`src/rtl/riot_timer.sv`:
```
// riot_timer -- 6532-style RIOT: two 8-bit I/O ports with data-direction
// registers and an interval timer (1/8/64/1024 prescaler, post-underflow
// fast count, timer interrupt). The timer advances on the enable_i strobe,
// one tick every CLK_PER_TICK strobes.
//
// Optional feature macro: RIOT_EDGE_IRQ_EN adds PA7 edge detection with
// its own flag (INSTAT bit6) and interrupt term. Without it, EDGECTL
// writes are ignored and no edge logic exists.
//
// Ports:
//   clk_i, rst_ni       clock, synchronous active-low reset
//   enable_i            timer advance strobe
//   stb_i, we_i, adr_i  bus access strobe, write enable, register address
//   dat_i, dat_o        write data, registered read data
//   irq_o               registered level interrupt
//   pa_i, pb_i          port pin inputs
//   pa_o, pb_o          output registers ORA/ORB
//   pa_oe_o, pb_oe_o    output enables (DDRA/DDRB)
module riot_timer #(
  parameter int CLK_PER_TICK = 3,
  parameter int ADR_W        = 7
) (
  input  logic             clk_i,
  input  logic             rst_ni,
  input  logic             enable_i,
  input  logic             stb_i,
  input  logic             we_i,
  input  logic [ADR_W-1:0] adr_i,
  input  logic [7:0]       dat_i,
  output logic [7:0]       dat_o,
  output logic             irq_o,
  input  logic [7:0]       pa_i,
  input  logic [7:0]       pb_i,
  output logic [7:0]       pa_o,
  output logic [7:0]       pb_o,
  output logic [7:0]       pa_oe_o,
  output logic [7:0]       pb_oe_o
);

  localparam logic [7:0] DIV_LAST = 8'(CLK_PER_TICK - 1);

  // Prescaler reload value for an interval code (0:1, 1:8, 2:64, 3:1024).
  function automatic logic [9:0] presc_init(input logic [1:0] code);
    case (code)
      2'd0:    presc_init = 10'd0;
      2'd1:    presc_init = 10'd7;
      2'd2:    presc_init = 10'd63;
      default: presc_init = 10'd1023;
    endcase
  endfunction

  // Address decode on adr_i[ADR_W-1:2]: group 0 = ports, 1 = timer/status
  // (and EDGECTL on writes), 5 = timer load without IE, 7 = with IE.
  logic [ADR_W-3:0] adr_hi;
  logic             rd, wr, sel_io, sel_tim, timer_wr;
  assign adr_hi   = adr_i[ADR_W-1:2];
  assign rd       = stb_i & ~we_i;
  assign wr       = stb_i & we_i;
  assign sel_io   = (adr_hi == (ADR_W-2)'(0));
  assign sel_tim  = (adr_hi == (ADR_W-2)'(1));
  assign timer_wr = wr & ((adr_hi == (ADR_W-2)'(5)) | (adr_hi == (ADR_W-2)'(7)));

  logic [7:0] ora_reg, orb_reg, ddra_reg, ddrb_reg;
  logic [7:0] intim_reg, intim_next;
  logic [9:0] presc_reg, presc_next;
  logic [1:0] ival_reg, ival_next;
  logic [7:0] div_reg, div_next;
  logic       timflag_reg, timflag_next;
  logic       timie_reg, timie_next;
  logic       pa7flag;
  logic       pa7_irq;
  logic       tick, underflow;
  logic [7:0] swcha, swchb;
  logic [7:0] rdata;
  logic       rd_hit;

  // Pin mixing: driven bits read back the output register, inputs read pins.
  genvar gi;
  generate
    for (gi = 0; gi < 8; gi++) begin : g_mix
      assign swcha[gi] = ddra_reg[gi] ? ora_reg[gi] : pa_i[gi];
      assign swchb[gi] = ddrb_reg[gi] ? orb_reg[gi] : pb_i[gi];
    end
  endgenerate

  assign tick      = enable_i & (div_reg == DIV_LAST);
  assign underflow = tick & (presc_reg == 10'd0) & (intim_reg == 8'h00);

  always_comb begin
    intim_next   = intim_reg;
    presc_next   = presc_reg;
    ival_next    = ival_reg;
    div_next     = div_reg;
    timflag_next = timflag_reg;
    timie_next   = timie_reg;
    if (enable_i) div_next = tick ? 8'd0 : div_reg + 8'd1;
    if (tick) begin
      if (presc_reg == 10'd0) begin
        intim_next = intim_reg - 8'd1;
        presc_next = presc_init(ival_reg);
        if (intim_reg == 8'h00) begin
          // After underflow the timer free-runs at interval 1.
          ival_next  = 2'd0;
          presc_next = 10'd0;
        end
      end else begin
        presc_next = presc_reg - 10'd1;
      end
    end
    if (rd & sel_tim & ~adr_i[0]) timflag_next = 1'b0;
    if (underflow) timflag_next = 1'b1;  // set beats a coincident INTIM read
    // A timer write overrides any same-cycle tick entirely.
    if (timer_wr) begin
      intim_next   = dat_i;
      ival_next    = adr_i[1:0];
      presc_next   = presc_init(adr_i[1:0]);
      div_next     = 8'd0;
      timflag_next = 1'b0;
      timie_next   = adr_i[3];
    end
  end

  always_comb begin
    rd_hit = rd & (sel_io | sel_tim);
    rdata  = 8'h00;
    case (adr_i[2:0])
      3'd0:       rdata = swcha;
      3'd1:       rdata = ddra_reg;
      3'd2:       rdata = swchb;
      3'd3:       rdata = ddrb_reg;
      3'd4, 3'd6: rdata = intim_reg;
      default:    rdata = {timflag_reg, pa7flag, 6'b0};
    endcase
  end

  always_ff @(posedge clk_i) begin
    if (!rst_ni) begin
      ora_reg     <= 8'h00;
      orb_reg     <= 8'h00;
      ddra_reg    <= 8'h00;
      ddrb_reg    <= 8'h00;
      intim_reg   <= 8'h00;
      presc_reg   <= 10'd1023;
      ival_reg    <= 2'd3;
      div_reg     <= 8'd0;
      timflag_reg <= 1'b0;
      timie_reg   <= 1'b0;
      dat_o       <= 8'h00;
      irq_o       <= 1'b0;
    end else begin
      if (wr & sel_io) begin
        case (adr_i[1:0])
          2'd0:    ora_reg  <= dat_i;
          2'd1:    ddra_reg <= dat_i;
          2'd2:    orb_reg  <= dat_i;
          default: ddrb_reg <= dat_i;
        endcase
      end
      intim_reg   <= intim_next;
      presc_reg   <= presc_next;
      ival_reg    <= ival_next;
      div_reg     <= div_next;
      timflag_reg <= timflag_next;
      timie_reg   <= timie_next;
      if (rd_hit) dat_o <= rdata;
      irq_o <= (timflag_reg & timie_reg) | pa7_irq;
    end
  end

`ifdef RIOT_EDGE_IRQ_EN
  logic [1:0] edgectl_reg;
  logic       pa7_q_reg;
  logic       pa7flag_reg;
  logic       pa7_edge;

  assign pa7_edge = edgectl_reg[0] ? (pa_i[7] & ~pa7_q_reg) : (~pa_i[7] & pa7_q_reg);
  assign pa7flag  = pa7flag_reg;
  assign pa7_irq  = pa7flag_reg & edgectl_reg[1];

  always_ff @(posedge clk_i) begin
    if (!rst_ni) begin
      edgectl_reg <= 2'b00;
      pa7_q_reg   <= pa_i[7];  // no spurious edge on leaving reset
      pa7flag_reg <= 1'b0;
    end else begin
      pa7_q_reg <= pa_i[7];
      if (wr & sel_tim) edgectl_reg <= dat_i[1:0];
      // Edge beats a coincident INSTAT read.
      if (pa7_edge) pa7flag_reg <= 1'b1;
      else if (rd & sel_tim & adr_i[0]) pa7flag_reg <= 1'b0;
    end
  end
`else
  assign pa7flag = 1'b0;
  assign pa7_irq = 1'b0;
`endif

  assign pa_o    = ora_reg;
  assign pb_o    = orb_reg;
  assign pa_oe_o = ddra_reg;
  assign pb_oe_o = ddrb_reg;

endmodule

```
`config.mk`:
```
export PLATFORM = sky130hd
export DESIGN_NAME = riot_timer
export DESIGN_NICKNAME = d
export VERILOG_FILES = /design/src/rtl/riot_timer.sv
export SDC_FILE = /design/constraint.sdc
export NUM_CORES = 1
export LEC_CHECK = 0
export CAP_MARGIN = 20
export CORE_MARGIN = 2
export CORE_UTILIZATION = 41
export CTS_CLUSTER_SIZE = 25
export DETAILED_ROUTE_END_ITERATION = 8
export PLACE_DENSITY = 0.7
export SYNTH_ARGS = -nofsm -noshare
export SYNTH_HDL_FRONTEND = slang
export SYNTH_SLANG_ARGS = --single-unit
```
`constraint.sdc`:
```
create_clock -name clk_i -period 3.4 [get_ports clk_i]
set_input_delay 0.34 -clock clk_i [delete_from_list [all_inputs] [get_ports clk_i]]
set_output_delay 0.34 -clock clk_i [all_outputs]
set_load 0.005 [all_outputs]
```
After elaboration in Yosys (flattened, before gate mapping)
Cells that the tools add are included.
{ "op_classes": {"addsub": 3, "eq_ne": 13, "mux": 33, "bitwise": 17, "reduce_logical": 19} }
{ "op_table": {"columns": ["operator", "count"], "rows": [
  ["10-bit one-hot mux with 3 select lines", 2],
  ["10-bit two-way mux", 4],
  ["8-bit one-hot mux with 5 select lines", 1],
  ["8-bit two-way mux", 4],
  ["1-bit two-way mux", 18],
  ["1-bit bitwise AND", 11],
  ["5-bit by 3-bit == test with 1-bit output (second input constant)", 2],
  ["10-bit zero test", 1],
  ["2-bit AND reduction", 5],
  ["10-bit by 1-bit subtractor with 10-bit output (second input constant)", 1],
  ["8-bit by 1-bit adder with 8-bit output (second input constant)", 1],
  ["8-bit by 2-bit == test with 1-bit output (second input constant)", 1],
  ["8-bit zero test", 1],
  ["2-bit two-way mux", 4],
  ["2-bit nonzero test", 4],
  ["8-bit by 1-bit subtractor with 8-bit output (second input constant)", 1],
  ["3-bit by 2-bit == test with 1-bit output (second input constant)", 2],
  ["3-bit == test (second input constant)", 2],
  ["5-bit by 1-bit == test with 1-bit output (second input constant)", 1],
  ["5-bit zero test", 1],
  ["2-bit by 1-bit == test with 1-bit output (second input constant)", 2],
  ["2-bit == test (second input constant)", 2],
  ["2-bit zero test", 2],
  ["1-bit NOT", 4],
  ["6 further kinds", 8]
]} }
{ "totals": {"regBits": 71, "input_bits": 36, "output_inout_bits": 41, "word_cells": 97} }

Logic depth before layout (Yosys ltp)
Gate-level depths: netlist of run 1.
{ "logic_depth": {"ltp_word": 6, "mapped_depth": 8, "depth_no_buf": 7} }

Worst setup path after synthesis of run 1
No wires, ideal clock.
{ "synth_path": {"kind": "register to register", "startpoint": "register presc_reg[0]", "endpoint": "register ival_reg[1]", "setup_ps": 115, "arrival_time_ps": 2145, "t_required_ps": 3285, "slack_ps": 1139, "path_stages_with_launch": 8, "path_buffers": 1, "period_less_slack_ps": 2261, "cell_sequence": "dfxtp_1 -> inv_1 -> ha_1 -> or4b_4 -> or3b_1 -> buf_2 -> or3_4 -> a31o_1"} }
{ "synth_via": {"elab_chain_len": 3} }
{ "synth_lines": {"columns": ["element", "line", "text"], "rows": [
  ["start: declaration", "65", "logic [9:0] presc_reg, presc_next;"],
  ["start signal: assignment", "160", "presc_reg <= presc_next;"],
  ["10-bit zero test", "98", "if (presc_reg == 10'd0) begin"],
  ["2-bit nonzero test (no source line)", null, null],
  ["3-bit AND reduction (no source line)", null, null],
  ["end signal: assignment", "161", "ival_reg <= ival_next;"],
  ["end: declaration", "66", "logic [1:0] ival_reg, ival_next;"]
]} }
No other way between the ends.
A chain may end at the register's enable or synchronous reset.

Final worst setup path of run 1
{ "layout_path": {"startpoint": "register presc_reg[0]", "endpoint": "register presc_reg[0]"} }
{ "layout_via": {"elab_chain_len": 4, "elab_cells_between_ends": 5, "cone_classes": "1 x add/sub; 3 x mux; 1 x reduce/logical"} }
{ "layout_lines": {"columns": ["element", "line", "text"], "rows": [
  ["10-bit by 1-bit subtractor with 10-bit output or 10-bit zero test (tied branches)", "107, 98", null],
  ["10-bit two-way mux (*)", "98", null],
  ["10-bit two-way mux (*)", "97", "if (tick) begin"],
  ["10-bit two-way mux (*)", "113", "if (timer_wr) begin"]
]} }
Mark *: on every way between the ends. The rest lies on a longest branch, timed or not. The select of a mux whose other input is x is not followed.

==> PnR_summary.wiki, run 1 <==
{| class="wikitable"
! Metric !! Value
|-
| Fraction of registers with async set or reset after synthesis || 0
|-
| Sw power || 0.000418 W
|-
| Pwr/cell area || between 400 and 500 mW/mm^2
|-
| Post-cts hold buffer count || 0
|-
| Worst-path fanout max || 7
|-
| Most used flip-flop cell after synthesis || sky130_fd_sc_hd__dfxtp_1
|-
| Area of the core || 0.00813 sq mm
|-
| Crit path max-delay family || simple AND/OR/NAND/NOR gates
|-
| Net count of the finished layout || approximately 520
|-
| Critical Path Stages || 7
|-
| Part of the cycle the worst path needs || 0.733
|-
| Switching fraction of total power || 0.230
|-
| Num rows || 33
|-
| Clock latency reported for the late side of the worst-skew pair || 0.35 ns
|-
| Root Buffer Master || sky130_fd_sc_hd__clkbuf_8
|-
| Post-synthesis to final-layout area growth || 31.5%
|-
| Unrepaired setup endpoints after global routing || no
|-
| Count of cells resized by post-cts repair || 0
|-
| Antenna diode count || 0
|-
| Worst slew pin tran || 0.679 ns
|-
| Path depth of the worst reg2reg path || 7
|-
| Post-synthesis sequential element count || 71
|-
| Startpoint of the worst register-to-register path || presc_reg[0]$_SDFFE_PN1P_
|-
| Count of filler cells inserted in the layout || 750
|-
| Number of antenna violations at the first check in global routing || 0
|-
| Clock Tree Buf Depth || 2
|-
| Relative max-transition margin || 0.546
|-
| Slack of the worst reg-to-reg path || 0.91 ns
|-
| Largest register FFs || 10
|-
| Capturing element of the worst setup path || presc_reg[0]$_SDFFE_PN1P_
|-
| Critical path origin || presc_reg[0]$_SDFFE_PN1P_
|-
| WHS Path Cells || 2
|-
| Cells along the critical path || inv_1 > ha_1 > or4b_4 > or3b_1 > a21oi_1 > nor3_1 > a311o_1
|-
| Number of buffers inserted during clock tree synthesis || 9
|-
| Number of max-capacitance violations reported || 0
|-
| Setup clock skew after layout || 0.0102 ns
|-
| Master of the slowest instance on the critical path || sky130_fd_sc_hd__or4b_4
|-
| Number of port buffers || 76
|-
| Warnings, synthesis || 0
|-
| Sink count of the clock tree || 71
|-
| CTS tree || yes
|-
| Maximum frequency from static timing analysis || 401 MHz
|-
| Run status || finished clean
|-
| Internal Dissipation || ~0.0014 W
|-
| Setup crit start kind || flop
|-
| Routed wire length per instance || ~16 um
|-
| Finish-stage setup viols || 0
|-
| Number of vias per cell || 5.60
|-
| Final global-route overflow total || 0
|-
| Critical Path Max Stage Delay || 0.52 ns
|-
| Comb pwr share || 0.080
|-
| Post-synthesis sequential area ratio || 0.418
|-
| Avg Synthesized Cell Area || 8.25 sq um
|-
| Gp weighted congestion || 0.829
|-
| Horizontal die dimension || 95.1 um
|-
| FF+latch area || 0.00142 sq mm
|-
| Overall die height || 95.1 um
|-
| Global-route wire length before repair || 15200 um
|-
| Setup tns final || 0 ns
|-
| Hold Slack || 0.473 ns
|-
| Vias after detailed routing || 3295
|-
| Number of global-route vias before repair || 3159
|-
| Largest net degree at the start of global routing || 42
|-
| CP Data Arrival Time || 2.73 ns
|-
| Post-CTS repair timing setup buffer count || 0
|-
| Clock-pin transition on the worst setup and hold timing paths || 0.08 ns
|-
| Cell Area, Synth || 0.00340 sq mm
|-
| Final count of pins violating max slew || 0
|-
| Ports || 77
|-
| Effective utilization at floorplan || 0.418
|-
| Initial DRT Pass Iterations || 5
|-
| DP Wirelength || between 6000 and 7000 um
|-
| Remaining antenna violation count || 0
|-
| Hold violation count in the final report || 0
|-
| Count of mapped cells out of synthesis || 412
|-
| Area of the die || 0.00904 sq mm
|-
| Area used by multi-input combinational logic || 0.00185 sq mm
|-
| Power share of the sequential group || 0.468
|-
| GRT Total Usage || 0.214
|-
| EDFF count, synth || 0
|-
| Number of unique standard cell types used by synthesis || 47
|-
| Category of the most critical setup path || reg -> reg
|-
| Crit path capture type || flop
|-
| Tmin final || 2.49 ns
|-
| Data required time of the critical path || roughly 3.6 ns
|-
| Worst ir drop on vdd || 287 uV
|-
| Worst hold-check path type || reg -> reg
|-
| Critical R2R Capture || presc_reg[0]$_SDFFE_PN1P_
|-
| Detailed-route DRC error count || 0
|-
| Min-delay src || timie_reg$_SDFFE_PN0P_
|-
| Synthesized net count || between 400 and 500
|-
| Number of levels the H-tree was split into || 3
|-
| Ratio of cells with drive above 1 in the final layout || 0.0828
|-
| Buffer and inverter count on the worst path || 1
|-
| Total wirelength of the detailed-routed design || 9250 um
|-
| Clock network power share || 0.452
|-
| Static Leak || 1.56 nW
|-
| Number of violations reported at the end of detailed-routing iteration 0 || 145
|}
-- power by group through the flow --
stage | Combinational [W] | Clock, W | Sequential (W)
floorplan | 0.0000766 | 0 | 0.000866
global placement | 0.000144 | 0 | 0.000868
detailed placement | 0.000145 | 0 | 0.000868
CTS | 0.000145 | 0.000834 | 0.000849
global route | 0.000160 | 0.000872 | 0.000851
finish | 0.000146 | 0.000821 | 0.000849
-- final cells by class --
cell class | instances | share of cell area
Inverter | 6 | 0.00504
Tap cell | 105 | 0.0294
Timing Repair Buffer | 82 | 0.179
Clock buffer | 9 | 0.0277
Multi-Input combinational cell | 308 | 0.414
Sequential cell | 71 | 0.318
Clock inverter | 7 | 0.0266
-- stage by stage --
stage               area [sq um]   util  total power, W  std cells  worst slack, ns
floorplan                   3400      -        0.000942        412             1.14
global placement            4230  0.520         0.00101        572            0.894
detailed placement          4230  0.520         0.00101        572            0.818
CTS                         4470  0.550         0.00183        588            0.936
global route                4470  0.550         0.00188        588            0.796
finish                      4470  0.550         0.00182        588            0.909
-- cell usage after synthesis, types with 4 or more instances --
cell type	count	share of area
sky130_fd_sc_hd__xor2_1	11	0.028
sky130_fd_sc_hd__nor3_1	6	0.0088
sky130_fd_sc_hd__dfxtp_1	71	0.42
sky130_fd_sc_hd__or2_2	4	0.0074
sky130_fd_sc_hd__nand4_1	8	0.015
sky130_fd_sc_hd__a22o_1	7	0.018
sky130_fd_sc_hd__xnor2_1	4	0.010
sky130_fd_sc_hd__or3b_2	9	0.023
sky130_fd_sc_hd__clkbuf_1	23	0.025
sky130_fd_sc_hd__a211oi_1	5	0.011
sky130_fd_sc_hd__o21ai_0	70	0.10
sky130_fd_sc_hd__nor2b_1	4	0.0074
sky130_fd_sc_hd__nand3_1	44	0.065
sky130_fd_sc_hd__nor4_1	4	0.0074
sky130_fd_sc_hd__nand2b_1	8	0.015
sky130_fd_sc_hd__a21oi_1	24	0.035
sky130_fd_sc_hd__a221o_1	9	0.027
sky130_fd_sc_hd__and3_1	5	0.0092
sky130_fd_sc_hd__nor2_1	27	0.030
sky130_fd_sc_hd__inv_1	6	0.0066
sky130_fd_sc_hd__nand2_1	23	0.025
sky130_fd_sc_hd__ha_1	5	0.018
sky130_fd_sc_hd__mux2i_1	4	0.012
-- worst min-delay path by stage --
stage	to	slack, ns
after floorplan	timie_reg$_SDFFE_PN0P_	0.44
after global placement	timie_reg$_SDFFE_PN0P_	0.45
after detailed placement	timie_reg$_SDFFE_PN0P_	0.46
after CTS	ival_reg[0]$_SDFFE_PN1P_	0.46
after global routing	ival_reg[0]$_SDFFE_PN1P_	0.49
final	timie_reg$_SDFFE_PN0P_	0.47
-- worst register-to-register path: stages (launching register included) --
cell	delay, ns
sky130_fd_sc_hd__dfxtp_1	0.36
sky130_fd_sc_hd__inv_1	0.07
sky130_fd_sc_hd__ha_1	0.23
sky130_fd_sc_hd__or4b_4	0.52
sky130_fd_sc_hd__or3b_1	0.50
sky130_fd_sc_hd__a21oi_1	0.30
sky130_fd_sc_hd__nor3_1	0.08
sky130_fd_sc_hd__a311o_1	0.32
-- placed cells by master, fill, tap and decap left out, drive strengths merged, types with 2 or more instances in the layout --
master         count
nor2b              4
o21ai             70
clkbuf             9
or3b              10
nor3b              2
a211o              2
xor2              11
a22o               7
a21oi             24
nor2              27
or3                2
a31o               2
nor3               6
nand3             44
inv                7
nand4              8
nor4               4
bufinv             3
nand4b             2
or2                4
a311o              2
and3               5
buf                7
clkinvlp           2
a211oi             5
ha                 5
nand2             23
nor4b              2
clkdlybuf4s50     75
mux2i              4
nand2b             8
xnor2              4
a221o              9
dfxtp             71
-- metal layers --
metal  vias up  routed length [um]  track usage
met1      1539                4400        0.292
met5         -                   0            0
met4         0                 168       0.0821
li1       1642                   -            -
met2        99                4260        0.342
met3        15                 419       0.0340
-- kinds of logic after synthesis --
kind of cell             share of synthesized area
buffers and inverters                       0.0372
multiplexers                                0.0151
adder cells (fa/ha/maj)                     0.0184
XOR/XNOR                                    0.0386
AND/OR/NAND/NOR                              0.244
AO/OA/AOI/OAI                                0.229
flip-flops                                   0.418
No activity file was read; power rests on OpenSTA's default activity.
==> inputs of run 2 (changes only) <==
Clock period 3.4 ns to 2.5 ns, I/O delays scaled along.
==> PnR_summary.wiki, run 2 (same netlist as run 1, synthesis figures left out) <==
{| class="wikitable"
! Metric !! Value
|-
| Clock Tree Buf Depth || 2 (unchanged)
|-
| Number of antenna violations at the first check in global routing || 0 (unchanged)
|-
| Remaining antenna violation count || 0 (unchanged)
|-
| Number of global-route vias before repair || 3194 (was 3159)
|-
| Critical R2R Capture || ival_reg[0]$_SDFFE_PN1P_ (was presc_reg[0]$_SDFFE_PN1P_)
|-
| Maximum frequency from static timing analysis || 417 MHz (was 401 MHz)
|-
| Data required time of the critical path || 2.69 ns (was 3.63 ns)
|-
| Startpoint of the worst register-to-register path || presc_reg[0]$_SDFFE_PN1P_ (unchanged)
|-
| Path depth of the worst reg2reg path || 7 (unchanged)
|-
| Clock-pin transition on the worst setup and hold timing paths || 0.08 ns (about the same)
|-
| Category of the most critical setup path || reg -> reg (unchanged)
|-
| Number of levels the H-tree was split into || 3 (unchanged)
|-
| GRT Total Usage || 0.215 (was 0.214)
|-
| Area used by multi-input combinational logic || 0.00186 sq mm (was 0.00185 sq mm)
|-
| Ratio of cells with drive above 1 in the final layout || 0.0924 (was 0.0828)
|-
| End point of the worst hold path || ival_reg[0]$_SDFFE_PN1P_ (was timie_reg$_SDFFE_PN0P_)
|-
| Min-delay src || rst_ni (was timie_reg$_SDFFE_PN0P_)
|-
| Largest register FFs || 10 (unchanged)
|-
| Global-route wire length before repair || 15400 um (was 15200 um)
|-
| Largest net degree at the start of global routing || 42 (unchanged)
|-
| Number of buffers inserted during clock tree synthesis || 9 (unchanged)
|-
| FF+latch area || 0.00142 sq mm (unchanged)
|-
| Post-cts hold buffer count || 0 (unchanged)
|-
| Part of the cycle the worst path needs || 0.959 (was 0.733)
|-
| Num rows || 33 (unchanged)
|-
| Root Buffer Master || sky130_fd_sc_hd__clkbuf_8 (unchanged)
|-
| Number of violations reported at the end of detailed-routing iteration 0 || 191 (was 145)
|-
| Relative max-transition margin || 0.572 (was 0.546)
|-
| Most frequent standard cell in the layout excluding fill and tap cells || sky130_fd_sc_hd__clkdlybuf4s50_1 (unchanged)
|-
| Run status || finished clean (unchanged)
|-
| Setup tns final || 0 ns (unchanged)
|-
| Final standard cell count with taps included and fillers excluded || 592 (was 588)
|-
| Worst hold-check path type || in -> reg (was reg -> reg)
|-
| Effective utilization at floorplan || 0.418 (unchanged)
|-
| Count of cells resized by post-cts repair || 0 (unchanged)
|-
| DP Wirelength || 6780 um (was 6740 um)
|-
| Final count of pins violating max slew || 0 (unchanged)
|-
| Number of vias per cell || 5.63 (was 5.60)
|-
| Hold violation count in the final report || 0 (unchanged)
|-
| Net count of the finished layout || 523 (was 519)
|-
| Area of the core || 0.00813 sq mm (unchanged)
|-
| Horizontal die dimension || 95.1 um (unchanged)
|-
| Clock latency reported for the late side of the worst-skew pair || 0.34 ns (was 0.35 ns)
|-
| Finish-stage setup viols || 0 (unchanged)
|-
| Area of the die || 0.00904 sq mm (unchanged)
|-
| Setup crit start kind || flop (unchanged)
|-
| Crit path capture type || flop (unchanged)
|-
| Number of port buffers || 76 (unchanged)
|-
| Initial DRT Pass Iterations || 4 (was 5)
|-
| Static Leak || 1.56 nW (about the same)
|-
| CP Data Arrival Time || 2.59 ns (was 2.73 ns)
|-
| Setup clock skew after layout || 0.00975 ns (was 0.0102 ns)
|-
| Sink count of the clock tree || 71 (unchanged)
|-
| WHS Path Cells || 2 (unchanged)
|-
| Worst slew pin tran || 0.642 ns (was 0.679 ns)
|-
| Total wirelength of the detailed-routed design || 9250 um (about the same)
|-
| Post-CTS repair timing setup buffer count || 0 (unchanged)
|-
| Tmin final || 2.40 ns (was 2.49 ns)
|-
| Gp weighted congestion || 0.868 (was 0.829)
|-
| Antenna diode count || 0 (unchanged)
|-
| Detailed-route DRC error count || 0 (unchanged)
|-
| Worst-path fanout max || 7 (unchanged)
|-
| Number of max-capacitance violations reported || 0 (unchanged)
|-
| Worst ir drop on vdd || 315 uV (was 287 uV)
|-
| Vias after detailed routing || 3331 (was 3295)
|-
| Unrepaired setup endpoints after global routing || no (unchanged)
|-
| Commonest cells after routing, fill and taps aside || 75 x sky130_fd_sc_hd__clkdlybuf4s50_1, 71 x sky130_fd_sc_hd__dfxtp_1, 70 x sky130_fd_sc_hd__o21ai_0, 44 x sky130_fd_sc_hd__nand3_1, 27 x sky130_fd_sc_hd__nor2_1 (unchanged)
|-
| Final global-route overflow total || 0 (unchanged)
|-
| Ports || 77 (unchanged)
|-
| Post-synthesis to final-layout area growth || 31.5% (about the same)
|-
| Placed instance count || 576 (was 572)
|-
| Pwr/cell area || 510 mW/mm^2 (was 406 mW/mm^2)
|-
| Slack of the worst reg-to-reg path || 0.10 ns (was 0.91 ns)
|-
| CTS tree || yes (unchanged)
|-
| Overall die height || 95.1 um (unchanged)
|-
| Count of filler cells inserted in the layout || 758 (was 750)
|-
| Routed wire length per instance || 15.6 um (was 15.7 um)
|}
-- run 2: per-layer routing --
layer / track usage / up-vias / share of wire
met5: 0 / - / 0
met4: 0.0882 / 0 / 0.020
met3: 0.0451 / 17 / 0.048
met2: 0.335 / 92 / 0.46
met1: 0.292 / 1569 / 0.47
li1: - / 1653 / -
-- run 2: final cells by class --
class,count,share of cell area
clock buffer,10,0.0308
clock inverter,6,0.0134
inverter,6,0.00504
multi-input combinational,308,0.415
sequential,71,0.318
tap,105,0.0294
timing repair buffer,86,0.189
-- run 2: worst max path at each step --
stage,start,end,slack [ns],cells past startpoint
CTS,presc_reg[0]$_SDFFE_PN1P_,ival_reg[0]$_SDFFE_PN1P_,0.12,7
floorplan,presc_reg[0]$_SDFFE_PN1P_,ival_reg[1]$_SDFFE_PN1P_,0.24,7
global route,presc_reg[0]$_SDFFE_PN1P_,ival_reg[0]$_SDFFE_PN1P_,0.009,7
finish,presc_reg[0]$_SDFFE_PN1P_,ival_reg[0]$_SDFFE_PN1P_,0.10,7
detailed placement,presc_reg[0]$_SDFFE_PN1P_,ival_reg[0]$_SDFFE_PN1P_,0.13,7
global placement,presc_reg[0]$_SDFFE_PN1P_,ival_reg[0]$_SDFFE_PN1P_,0.17,7
-- run 2: metrics by stage --
stage / instance area, sq um / setup WS [ns] / hold slack (ns) / total power, W / utilization
after floorplan: 3400 / 0.239 / 0.395 / 0.00128 / -
after global placement: 4270 / 0.166 / 0.448 / 0.00138 / 0.525
after detailed placement: 4270 / 0.131 / 0.462 / 0.00139 / 0.525
after CTS: 4470 / 0.117 / 0.414 / 0.00229 / 0.549
after global routing: 4470 / 0.00884 / 0.435 / 0.00237 / 0.550
final: 4470 / 0.103 / 0.431 / 0.00228 / 0.550
-- run 2: worst max-delay path, cell delays in order, from the launching register on --
cell                       delay [ns]
sky130_fd_sc_hd__dfxtp_1         0.35
sky130_fd_sc_hd__inv_1           0.07
sky130_fd_sc_hd__ha_1            0.20
sky130_fd_sc_hd__or4b_4          0.51
sky130_fd_sc_hd__or3b_1          0.49
sky130_fd_sc_hd__or3_4           0.45
sky130_fd_sc_hd__nand3_1         0.09
sky130_fd_sc_hd__o211ai_1        0.09
-- run 2: where the power goes --
group / leakage [nW] / switching, W / internal (W)
combinational: 0.891 / 0.000105 / 0.000101
clock: 0.0981 / 0.000438 / 0.000483
sequential: 0.573 / 0.0000138 / 0.00114
total: 1.56 / 0.000557 / 0.00172
==> edit: new RTL, flow settings as in run 2 <==
Put one more register stage on the output `pa_oe_o`, with the module's reset. The value now appears one clock later. The other outputs are not delayed to match.
--- a/src/rtl/riot_timer.sv
+++ b/src/rtl/riot_timer.sv
@@ -199,3 +199,9 @@
   assign pb_o    = orb_reg;
-  assign pa_oe_o = ddra_reg;
+  always_ff @(posedge clk_i) begin
+    if (!rst_ni) begin
+      pa_oe_o <= '0;
+    end else begin
+      pa_oe_o <= ddra_reg;
+    end
+  end
   assign pb_oe_o = ddrb_reg;
Behaviour: not the same (Yosys sat finds a counterexample within 4 cycles, from zero or initial values and one cycle with rst_ni low).
==> edit against run 2 <==
- die area up 7.9%
- area after synthesis up 8.3%
- sequential cell count up 8
- total power up 13%
- routed wire length up 5.3%
- setup slack better by 260 ps
- design area up 6.3%
- largest power group unchanged
==> edit: results <==
[cts]
cts.repair.resized = 0
cts_setup_buffers = 0
cts_htree_levels = 3

[logic_synthesis]
synthAdderAreaFrac = 0.01700
syn_nets = 488
synth_compound_area_frac = 0.2145
ys_types = 50
synthFlopType = "dfxtp_1"
netlist_top_cells_count = "dfxtp_1 (79), o21ai_0 (71), nand3_1 (41)"
ys_top_cells_by_area = "dfxtp_1 (43%), o21ai_0 (9.7%), nand3_1 (5.6%), nand2_1 (3.8%), a21oi_1 (3.1%)"
synth_xor_area_frac = 0.03569
seq_area_frac_synth = 0.4296
synth_edf_count = 0
synthArstFlopShare = 0
synth.area.mux_share = 0.008838

[place]
gp_congestion = 0.8164
dp_hpwl_um = 7191
place_area_um2 = 4528
dp_slack_ps = 322.7

[global_routing]
grt_max_degree = 39
grt_first_pass_wirelength_um = 15790
grt_util_all_layers = 0.2003
antenna_found_initial = 0
grt_pass1_vias = 3183

[layout]
num-fill-cells = 813
drive_gt1_frac = 0.08108
largest_reg_flops = 10
layout.nets = 555

[power]
p_leak_nw = 1.753
peakVddDrop_v = 0.0003882

[sta]
finClkSkew_ps = 8.101
relSlewSlack = 0.5433

[hold_path]
hp-class = "input pin to flop"

[run_status]
status = "finished clean"

[detailed_routing]
vias_per_cell = 5.585
drtPass1Iterations = 5
wl_per_cell_um = 15.55
drtIter0Drc = 198

[setup_path]
arrival_ps = 2410
crit_fanout = 10
reg2reg_depth = 8
edit: cell types whose count changed in the layout (fill, tap and decap cells not counted), moves of 5 or more:
cell and change:
inv_1 +10, a211oi_1 -5, dfxtp_1 +8, nand2_1 +14
edit: final timing paths:
check                              end                 startpoint  slack (ps)
max          intim_reg[7]$_SDFFE_PN0P_  presc_reg[0]$_SDFFE_PN1P_         360
min           ival_reg[0]$_SDFFE_PN1P_                     rst_ni         280
max reg2reg  intim_reg[7]$_SDFFE_PN0P_  presc_reg[0]$_SDFFE_PN1P_         360
min reg2reg      pa_oe_o[5]$_SDFF_PN0_   ddra_reg[5]$_SDFFE_PN0P_         460
edit: logic make-up (layout without fill, tap and decap cells):
logic type	Yosys count	after routing
compound gates	131	131
xor+xnor	15	15
fa+ha+maj	5	5
buf+inv	46	117
flops	79	79
mux	3	3
simple gates	168	168
edit: final cells by class:
type,count,area [um^2],share of cell area
clock buffer,11,131.4,0.02763
sequential,79,1582,0.3326
multi-input combinational,322,1921,0.4039
clock inverter,4,95.09,0.02000
inverter,16,60.06,0.01263
timing repair buffer,86,830.8,0.1747
tap,108,135.1,0.02842
edit: power breakdown:
group          total, mW  internal (mW)  leakage (nW)  switching (mW)
combinational      0.205         0.0986          1.00           0.106
sequential          1.28           1.27         0.638          0.0140
clock               1.09          0.657         0.113           0.432
edit: critical path: stages, from the launching register on:
cell,delay [ps]
dfxtp_1,350
inv_1,70
ha_1,160
nor4b_2,360
and3_1,430
buf_4,220
nand4_1,120
xor2_1,200
a21oi_1,140
edit: routing by layer:
layer  part of all wire  track usage  wire length (um)  vias to the layer above
met4              0.013      0.06217               123                        0
met2               0.46       0.3093              4478                      111
li1                   -            -                 -                     1740
met5                  0            0                 0                        -
met1               0.48       0.2812              4641                     1634
met3              0.051      0.04255               494                       11
edit: through the flow:
| stage | hold WS, ps | std cells | total power, mW |
|---|---|---|---|
| after global placement | 448.8 | 611 | 1.511 |
| after floorplan | 380.4 | 447 | 1.414 |
| after global routing | 285.4 | 626 | 2.673 |
| after detailed placement | 453.0 | 611 | 1.514 |
| final | 278.1 | 626 | 2.576 |
| after CTS | 267.3 | 626 | 2.592 |
